**src/rtl/mem_arb_pkg.sv**
```systemverilog
// Shared types and constants for the IF/MEM unified-memory port arbiter.
package mem_arb_pkg;

   localparam int unsigned ADDR_W          = 64;
   localparam int unsigned DATA_W          = 64;
   localparam int unsigned INSTR_W         = 32;
   localparam int unsigned ADDR_ALIGN_BITS = 3;

   typedef enum logic [1:0] {
      IDLE    = 2'd0,
      BUSY_IF = 2'd1,
      BUSY_DM = 2'd2,
      RESP    = 2'd3
   } state_t;

   localparam logic GNT_IF = 1'b0;
   localparam logic GNT_DM = 1'b1;

   // Memory command captured at grant and held for the whole access.
   typedef struct packed {
      logic              we;
      logic [ADDR_W-1:0] addr;
      logic [DATA_W-1:0] wdata;
   } mem_cmd_t;

endpackage

```
**src/rtl/mem_port_arbiter_if.sv**
```systemverilog
// Bundle of fetch, data and memory-side signals around mem_port_arbiter.
// master = arbiter view, slave = pipeline/memory-model view.
interface mem_port_arbiter_if
   import mem_arb_pkg::*;
#(
   parameter int unsigned ADDR_W_P  = ADDR_W,
   parameter int unsigned DATA_W_P  = DATA_W,
   parameter int unsigned INSTR_W_P = INSTR_W
) ();

   logic                 if_req;
   logic [ADDR_W_P-1:0]  if_addr;
   logic [INSTR_W_P-1:0] if_rdata;
   logic                 if_ack;
   logic                 dm_req;
   logic                 dm_we;
   logic [ADDR_W_P-1:0]  dm_addr;
   logic [DATA_W_P-1:0]  dm_wdata;
   logic [DATA_W_P-1:0]  dm_rdata;
   logic                 dm_ack;
   logic                 mem_req;
   logic                 mem_we;
   logic [ADDR_W_P-1:0]  mem_addr;
   logic [DATA_W_P-1:0]  mem_wdata;
   logic [DATA_W_P-1:0]  mem_rdata;
   logic                 mem_ready;
   logic                 stall_if;
   logic                 stall_mem;

   modport master (
      input  if_req, if_addr, dm_req, dm_we, dm_addr, dm_wdata, mem_rdata, mem_ready,
      output if_rdata, if_ack, dm_rdata, dm_ack, mem_req, mem_we, mem_addr, mem_wdata,
             stall_if, stall_mem
   );

   modport slave (
      output if_req, if_addr, dm_req, dm_we, dm_addr, dm_wdata, mem_rdata, mem_ready,
      input  if_rdata, if_ack, dm_rdata, dm_ack, mem_req, mem_we, mem_addr, mem_wdata,
             stall_if, stall_mem
   );

endinterface

```
**src/rtl/mem_arb_priority.sv**
```systemverilog
// Winner select between fetch and data requests.
// MEM_ARB_ROUND_ROBIN_EN selects round-robin on conflicts; default is fixed DM priority.
module mem_arb_priority
   import mem_arb_pkg::*;
(
   input  logic if_req,
   input  logic dm_req,
   input  logic last_grant,
   output logic grant_c
);

`ifdef MEM_ARB_ROUND_ROBIN_EN
   // On a conflict the requester served least recently wins.
   always_comb begin
      grant_c = GNT_IF;
      if (if_req && dm_req) begin
         grant_c = ~last_grant;
      end else if (dm_req) begin
         grant_c = GNT_DM;
      end
   end
`else
   logic unused_prio_inputs;
   assign unused_prio_inputs = if_req ^ last_grant;

   // MEM holds the older instruction, so it always wins a conflict.
   always_comb begin
      grant_c = GNT_IF;
      if (dm_req) begin
         grant_c = GNT_DM;
      end
   end
`endif

endmodule

```
**src/rtl/mem_port_arbiter.sv**
```systemverilog
// Shares one single-ported variable-latency memory between IF and MEM.
// Conflict policy selected by MEM_ARB_ROUND_ROBIN_EN (see mem_arb_priority).
module mem_port_arbiter
   import mem_arb_pkg::*;
(
   input  logic              clock,
   input  logic              reset,
   mem_port_arbiter_if.master bus
);

   state_t               state, state_nxt;
   logic                 last_grant, last_grant_nxt;
   logic                 grant_c;
   mem_cmd_t             cmd, cmd_nxt;
   logic                 mem_req, mem_req_nxt;
   logic                 word_sel, word_sel_nxt;
   logic [INSTR_W-1:0]   if_rdata, if_rdata_nxt;
   logic [DATA_W-1:0]    dm_rdata, dm_rdata_nxt;
   logic                 if_ack, if_ack_nxt;
   logic                 dm_ack, dm_ack_nxt;

   logic unused_addr_bits;
   assign unused_addr_bits = ^{bus.if_addr[1:0], bus.dm_addr[ADDR_ALIGN_BITS-1:0]};

   mem_arb_priority u_priority (
      .if_req     (bus.if_req),
      .dm_req     (bus.dm_req),
      .last_grant (last_grant),
      .grant_c    (grant_c)
   );

   always_ff @(posedge clock or posedge reset) begin
      if (reset) begin
         state      <= IDLE;
         last_grant <= GNT_IF;
         cmd        <= '0;
         mem_req    <= 1'b0;
         word_sel   <= 1'b0;
         if_rdata   <= '0;
         dm_rdata   <= '0;
         if_ack     <= 1'b0;
         dm_ack     <= 1'b0;
      end else begin
         state      <= state_nxt;
         last_grant <= last_grant_nxt;
         cmd        <= cmd_nxt;
         mem_req    <= mem_req_nxt;
         word_sel   <= word_sel_nxt;
         if_rdata   <= if_rdata_nxt;
         dm_rdata   <= dm_rdata_nxt;
         if_ack     <= if_ack_nxt;
         dm_ack     <= dm_ack_nxt;
      end
   end

   always_comb begin
      state_nxt      = state;
      last_grant_nxt = last_grant;
      cmd_nxt        = cmd;
      mem_req_nxt    = mem_req;
      word_sel_nxt   = word_sel;
      if_rdata_nxt   = if_rdata;
      dm_rdata_nxt   = dm_rdata;
      if_ack_nxt     = 1'b0;
      dm_ack_nxt     = 1'b0;

      case (state)
         IDLE: begin
            if (bus.if_req || bus.dm_req) begin
               mem_req_nxt    = 1'b1;
               last_grant_nxt = grant_c;
               if (grant_c == GNT_DM) begin
                  state_nxt     = BUSY_DM;
                  cmd_nxt.we    = bus.dm_we;
                  cmd_nxt.addr  = {bus.dm_addr[ADDR_W-1:ADDR_ALIGN_BITS], {ADDR_ALIGN_BITS{1'b0}}};
                  cmd_nxt.wdata = bus.dm_wdata;
               end else begin
                  state_nxt     = BUSY_IF;
                  cmd_nxt.we    = 1'b0;
                  cmd_nxt.addr  = {bus.if_addr[ADDR_W-1:ADDR_ALIGN_BITS], {ADDR_ALIGN_BITS{1'b0}}};
                  word_sel_nxt  = bus.if_addr[2];
               end
            end
         end
         BUSY_IF: begin
            if (bus.mem_ready) begin
               mem_req_nxt  = 1'b0;
               state_nxt    = RESP;
               if_ack_nxt   = 1'b1;
               if_rdata_nxt = word_sel ? bus.mem_rdata[2*INSTR_W-1:INSTR_W]
                                       : bus.mem_rdata[INSTR_W-1:0];
            end
         end
         BUSY_DM: begin
            if (bus.mem_ready) begin
               mem_req_nxt = 1'b0;
               state_nxt   = RESP;
               dm_ack_nxt  = 1'b1;
               if (!cmd.we) begin
                  dm_rdata_nxt = bus.mem_rdata;
               end
            end
         end
         // Ack cycle: no arbitration, so a still-high request waits for IDLE.
         RESP:    state_nxt = IDLE;
         default: state_nxt = IDLE;
      endcase
   end

   assign bus.mem_req   = mem_req;
   assign bus.mem_we    = cmd.we;
   assign bus.mem_addr  = cmd.addr;
   assign bus.mem_wdata = cmd.wdata;
   assign bus.if_rdata  = if_rdata;
   assign bus.if_ack    = if_ack;
   assign bus.dm_rdata  = dm_rdata;
   assign bus.dm_ack    = dm_ack;
   assign bus.stall_if  = bus.if_req & ~if_ack;
   assign bus.stall_mem = bus.dm_req & ~dm_ack;

endmodule

```
**src/flat_wrapper.sv**
```systemverilog
// flat-port wrapper written by rule: the top's interface ports become plain ports
module mem_port_arbiter_flat import mem_arb_pkg::*;
  (clock, reset, bus_if_req, bus_if_addr, bus_dm_req, bus_dm_we, bus_dm_addr, bus_dm_wdata, bus_mem_rdata, bus_mem_ready, bus_if_rdata, bus_if_ack, bus_dm_rdata, bus_dm_ack, bus_mem_req, bus_mem_we, bus_mem_addr, bus_mem_wdata, bus_stall_if, bus_stall_mem);
  mem_port_arbiter_if bus_i ();
  input  logic clock;
  input  logic reset;
  input wire logic [$bits(bus_i.if_req)-1:0] bus_if_req;
  input wire logic [$bits(bus_i.if_addr)-1:0] bus_if_addr;
  input wire logic [$bits(bus_i.dm_req)-1:0] bus_dm_req;
  input wire logic [$bits(bus_i.dm_we)-1:0] bus_dm_we;
  input wire logic [$bits(bus_i.dm_addr)-1:0] bus_dm_addr;
  input wire logic [$bits(bus_i.dm_wdata)-1:0] bus_dm_wdata;
  input wire logic [$bits(bus_i.mem_rdata)-1:0] bus_mem_rdata;
  input wire logic [$bits(bus_i.mem_ready)-1:0] bus_mem_ready;
  output wire logic [$bits(bus_i.if_rdata)-1:0] bus_if_rdata;
  output wire logic [$bits(bus_i.if_ack)-1:0] bus_if_ack;
  output wire logic [$bits(bus_i.dm_rdata)-1:0] bus_dm_rdata;
  output wire logic [$bits(bus_i.dm_ack)-1:0] bus_dm_ack;
  output wire logic [$bits(bus_i.mem_req)-1:0] bus_mem_req;
  output wire logic [$bits(bus_i.mem_we)-1:0] bus_mem_we;
  output wire logic [$bits(bus_i.mem_addr)-1:0] bus_mem_addr;
  output wire logic [$bits(bus_i.mem_wdata)-1:0] bus_mem_wdata;
  output wire logic [$bits(bus_i.stall_if)-1:0] bus_stall_if;
  output wire logic [$bits(bus_i.stall_mem)-1:0] bus_stall_mem;
  assign bus_i.if_req = bus_if_req;
  assign bus_i.if_addr = bus_if_addr;
  assign bus_i.dm_req = bus_dm_req;
  assign bus_i.dm_we = bus_dm_we;
  assign bus_i.dm_addr = bus_dm_addr;
  assign bus_i.dm_wdata = bus_dm_wdata;
  assign bus_i.mem_rdata = bus_mem_rdata;
  assign bus_i.mem_ready = bus_mem_ready;
  assign bus_if_rdata = bus_i.if_rdata;
  assign bus_if_ack = bus_i.if_ack;
  assign bus_dm_rdata = bus_i.dm_rdata;
  assign bus_dm_ack = bus_i.dm_ack;
  assign bus_mem_req = bus_i.mem_req;
  assign bus_mem_we = bus_i.mem_we;
  assign bus_mem_addr = bus_i.mem_addr;
  assign bus_mem_wdata = bus_i.mem_wdata;
  assign bus_stall_if = bus_i.stall_if;
  assign bus_stall_mem = bus_i.stall_mem;
  mem_port_arbiter u_core (.clock(clock), .reset(reset), .bus(bus_i));
endmodule
```
**config.mk**
```make
export PLATFORM = sky130hd
export DESIGN_NAME = mem_port_arbiter_flat
export DESIGN_NICKNAME = d
export VERILOG_FILES = /design/src/rtl/mem_arb_pkg.sv /design/src/rtl/mem_port_arbiter_if.sv /design/src/rtl/mem_arb_priority.sv /design/src/rtl/mem_port_arbiter.sv /design/src/flat_wrapper.sv
export SDC_FILE = /design/constraint.sdc
export NUM_CORES = 1
export LEC_CHECK = 0
export CAP_MARGIN = 20
export CORE_AREA = 8 8 187 189
export CTS_CLUSTER_DIAMETER = 60
export DETAILED_ROUTE_END_ITERATION = 8
export DIE_AREA = 0 0 195 197
export PLACE_DENSITY = 0.67
export SKIP_CTS_REPAIR_TIMING = 1
export SLEW_MARGIN = 20
export SYNTH_ARGS = -nofsm -noshare
export SYNTH_HDL_FRONTEND = slang
export SYNTH_SLANG_ARGS = --single-unit
```
**constraint.sdc**
```tcl
create_clock -name clock -period 7.5 [get_ports clock]
set_clock_uncertainty 0.2 [all_clocks]
set_input_delay 1.125 -clock clock [delete_from_list [all_inputs] [get_ports clock]]
set_output_delay 1.125 -clock clock [all_outputs]
set_load 0.1 [all_outputs]
```
==> results.tsv <==
metric	value	unit
latest clock arrival within the worst-skew pair	0.52	ns
dominant cell type by area after synthesis	dfrtp_1	
Sinks on Clock Net	228	
Most used DFF post-synth	dfrtp_1	
RSZ-0062 raised after global routing	no	
die height	197	um
Worst Tran Pin Value	1.09	ns
Core Region	32000	sq um
type of the most critical hold path	flop to flop	
Final Util	0.489	
total number of vias	7158	
CTS tree	yes	
DR DRC count	0	
critical path's top delay family	buffers and inverters	
Hold Vio Cnt, Final	0	
top post-synthesis cells by area	dfrtp_1 (58%), mux2i_1 (9.8%), mux2_4 (9.4%), mux2_2 (7.1%), o21ai_0 (3.2%)	
vias per cell	4.44	
Synth Area per Inst	13.7	sq um
most instantiated cells after synthesis	dfrtp_1 (228), mux2i_1 (96), mux2_2 (62), nand2_1 (62), o21ai_0 (62)	
Worst slew margin	0.272	
fin crit period	4.40	ns
Synthesis Warnings	0	
CP endpoint kind	primary output	
sequential area share after synthesis	0.584	
CTS max path bufs	3	
worst-path fanout max	3	
most numerous cell in the Yosys netlist	dfrtp_1	
die area	38400	sq um
unique cell type count in the Yosys netlist	26	
Ports	492	
initial antenna violation count	0	
Crit path largest cell delay	1.14	ns
drt initial violations	166	
# setup viols final	0	
PortBufs	483	
Final HPWL DP	24100	um
num rows	66	
Placer Congestion	0.759	
H-tree depth	1	
CP Class	input port to primary output	
CTS root buffer	clkbuf_16	
Final period util	0.586	
vias in the first global route	7905	
# diodes	0	
CTS buffer count	26	
wire per inst	19.3	um
Startpoint Class	input port	
FF-to-FF Start	u_core.state[0]	
ys async rst share	1.00	
drt total wl	31100	um
synthesized instance count	712	
Required @ worst endpoint	6.17	ns
r2r endpoint	u_core.bus.dm_rdata[61]	
outcome	finished clean	
crit path DAT	3.07	ns
Max Freq	227	MHz
drt first pass iters	4	
crit path max-delay cell type	clkdlybuf4s50_1	
Initial Utilization	0.305	
clk slew on worst S/H paths	0.06	ns
pin count of the biggest net entering global routing	134	
most used cell, CP	clkdlybuf4s50_1	
CP bufs+invs	2	
Detail Route Antenna Nets	0	
Hold Path End	u_core.bus.mem_addr[57]	
setup_tns	0	ns
R2R setup slack	4.75	ns
EDFF count, synth	0	
share of cells above drive strength 1	0.151	
worst hold start	u_core.bus.mem_addr[57]	
Synth Register Bits	228	
Hold Crit Depth	2	
Layout area overhead	60.2	%
CP Cell Sequence	clkdlybuf4s50_1 -> nor2b_1 -> clkdlybuf4s50_1	
gr usage total	0.156	
global route overflow	0	
Worst Reg-to-Reg Cells	6	
nets	1452	
final-report max-slew violation count	0	
share of the synthesized area in the top cell type	0.584	
Max Cap Viol	0	
Post-Syn Area	9780	sq um
Die W	195	um
first-pass GRT wire length	47800	um
==> kinds of logic after synthesis <==
group,synth area share
adders and majority gates,0.00640
muxes,0.270
other,0.000384
AOI/OAI and AO/OA,0.0529
and+or+nand+nor,0.0422
buffers and inverters,0.0443
DFF,0.584
==> routing by layer <==
| metal | vias to the layer above | GRT usage | wire length, um |
|---|---|---|---|
| met5 | - | 0 | 0 |
| met4 | 0 | 0.0317 | 473 |
| met3 | 33 | 0.0566 | 2670 |
| met2 | 294 | 0.270 | 15600 |
| met1 | 3435 | 0.184 | 12400 |
| li1 | 3396 | - | - |
==> worst max-delay path by stage <==
| stage | slack (ns) | start | to | cells after the start |
|---|---|---|---|---|
| 2_1_floorplan | 3.20 | reset | u_core.bus.dm_ack | 1 |
| 3_3_place_gp | 3.06 | bus_if_req | bus_stall_if | 3 |
| 3_5_place_dp | 3.07 | bus_if_req | bus_stall_if | 3 |
| 4_1_cts | 3.07 | bus_if_req | bus_stall_if | 3 |
| 5_1_grt | 3.05 | bus_if_req | bus_stall_if | 3 |
| 6_report | 3.10 | bus_if_req | bus_stall_if | 3 |
==> layout make-up <==
| cell class | instances | area, sq um |
|---|---|---|
| multi-input combinational | 434 | 3650 |
| tap | 408 | 510 |
| timing repair buffer | 491 | 4900 |
| fill | 2863 | 16400 |
| sequential | 228 | 5710 |
| inverter | 4 | 18.8 |
| clock inverter | 8 | 70.1 |
| clock buffer | 38 | 797 |
==> placed cells by master, fill, tap and decap left out, drive strengths merged <==
| cell | count |
|---|---|
| buf | 9 |
| nand2 | 63 |
| o31ai | 2 |
| a32o | 1 |
| bufinv | 1 |
| nor3b | 1 |
| nor2b | 2 |
| a21oi | 33 |
| and2 | 2 |
| clkbuf | 38 |
| mux2 | 129 |
| clkdlybuf4s50 | 482 |
| ha | 5 |
| inv | 3 |
| o21ai | 63 |
| clkinv | 5 |
| nor2 | 33 |
| dfrtp | 228 |
| nand2b | 1 |
| conb | 3 |
| mux2i | 96 |
| clkinvlp | 3 |
==> tightest hold or removal path: stages (launching register included) <==
cell     delay (ns)
dfrtp_1        0.34
nand2_1        0.04
o21ai_0        0.06
==> sequential cells by signal, summed over array words and instances (netlist names), 2 cells and up <==
signal / flops
u_core.bus.dm_rdata: 64
u_core.bus.mem_wdata: 64
u_core.bus.mem_addr: 61
u_core.bus.if_rdata: 32
u_core.state: 2
==> stage by stage <==
| stage | area, sq um | hold slack [ns] | worst slack [ns] | cells |
|---|---|---|---|---|
| after floorplan | 9790 | 0.375 | 3.20 | 714 |
| after global placement | 14800 | 0.260 | 3.06 | 1565 |
| after detailed placement | 14800 | 0.269 | 3.07 | 1565 |
| after CTS | 15700 | 0.282 | 3.07 | 1611 |
| after global routing | 15700 | 0.303 | 3.05 | 1611 |
| final | 15700 | 0.276 | 3.10 | 1611 |
Power is not shown: default switching activity piles up to over one toggle a cycle in this logic, so the estimate is an artifact.
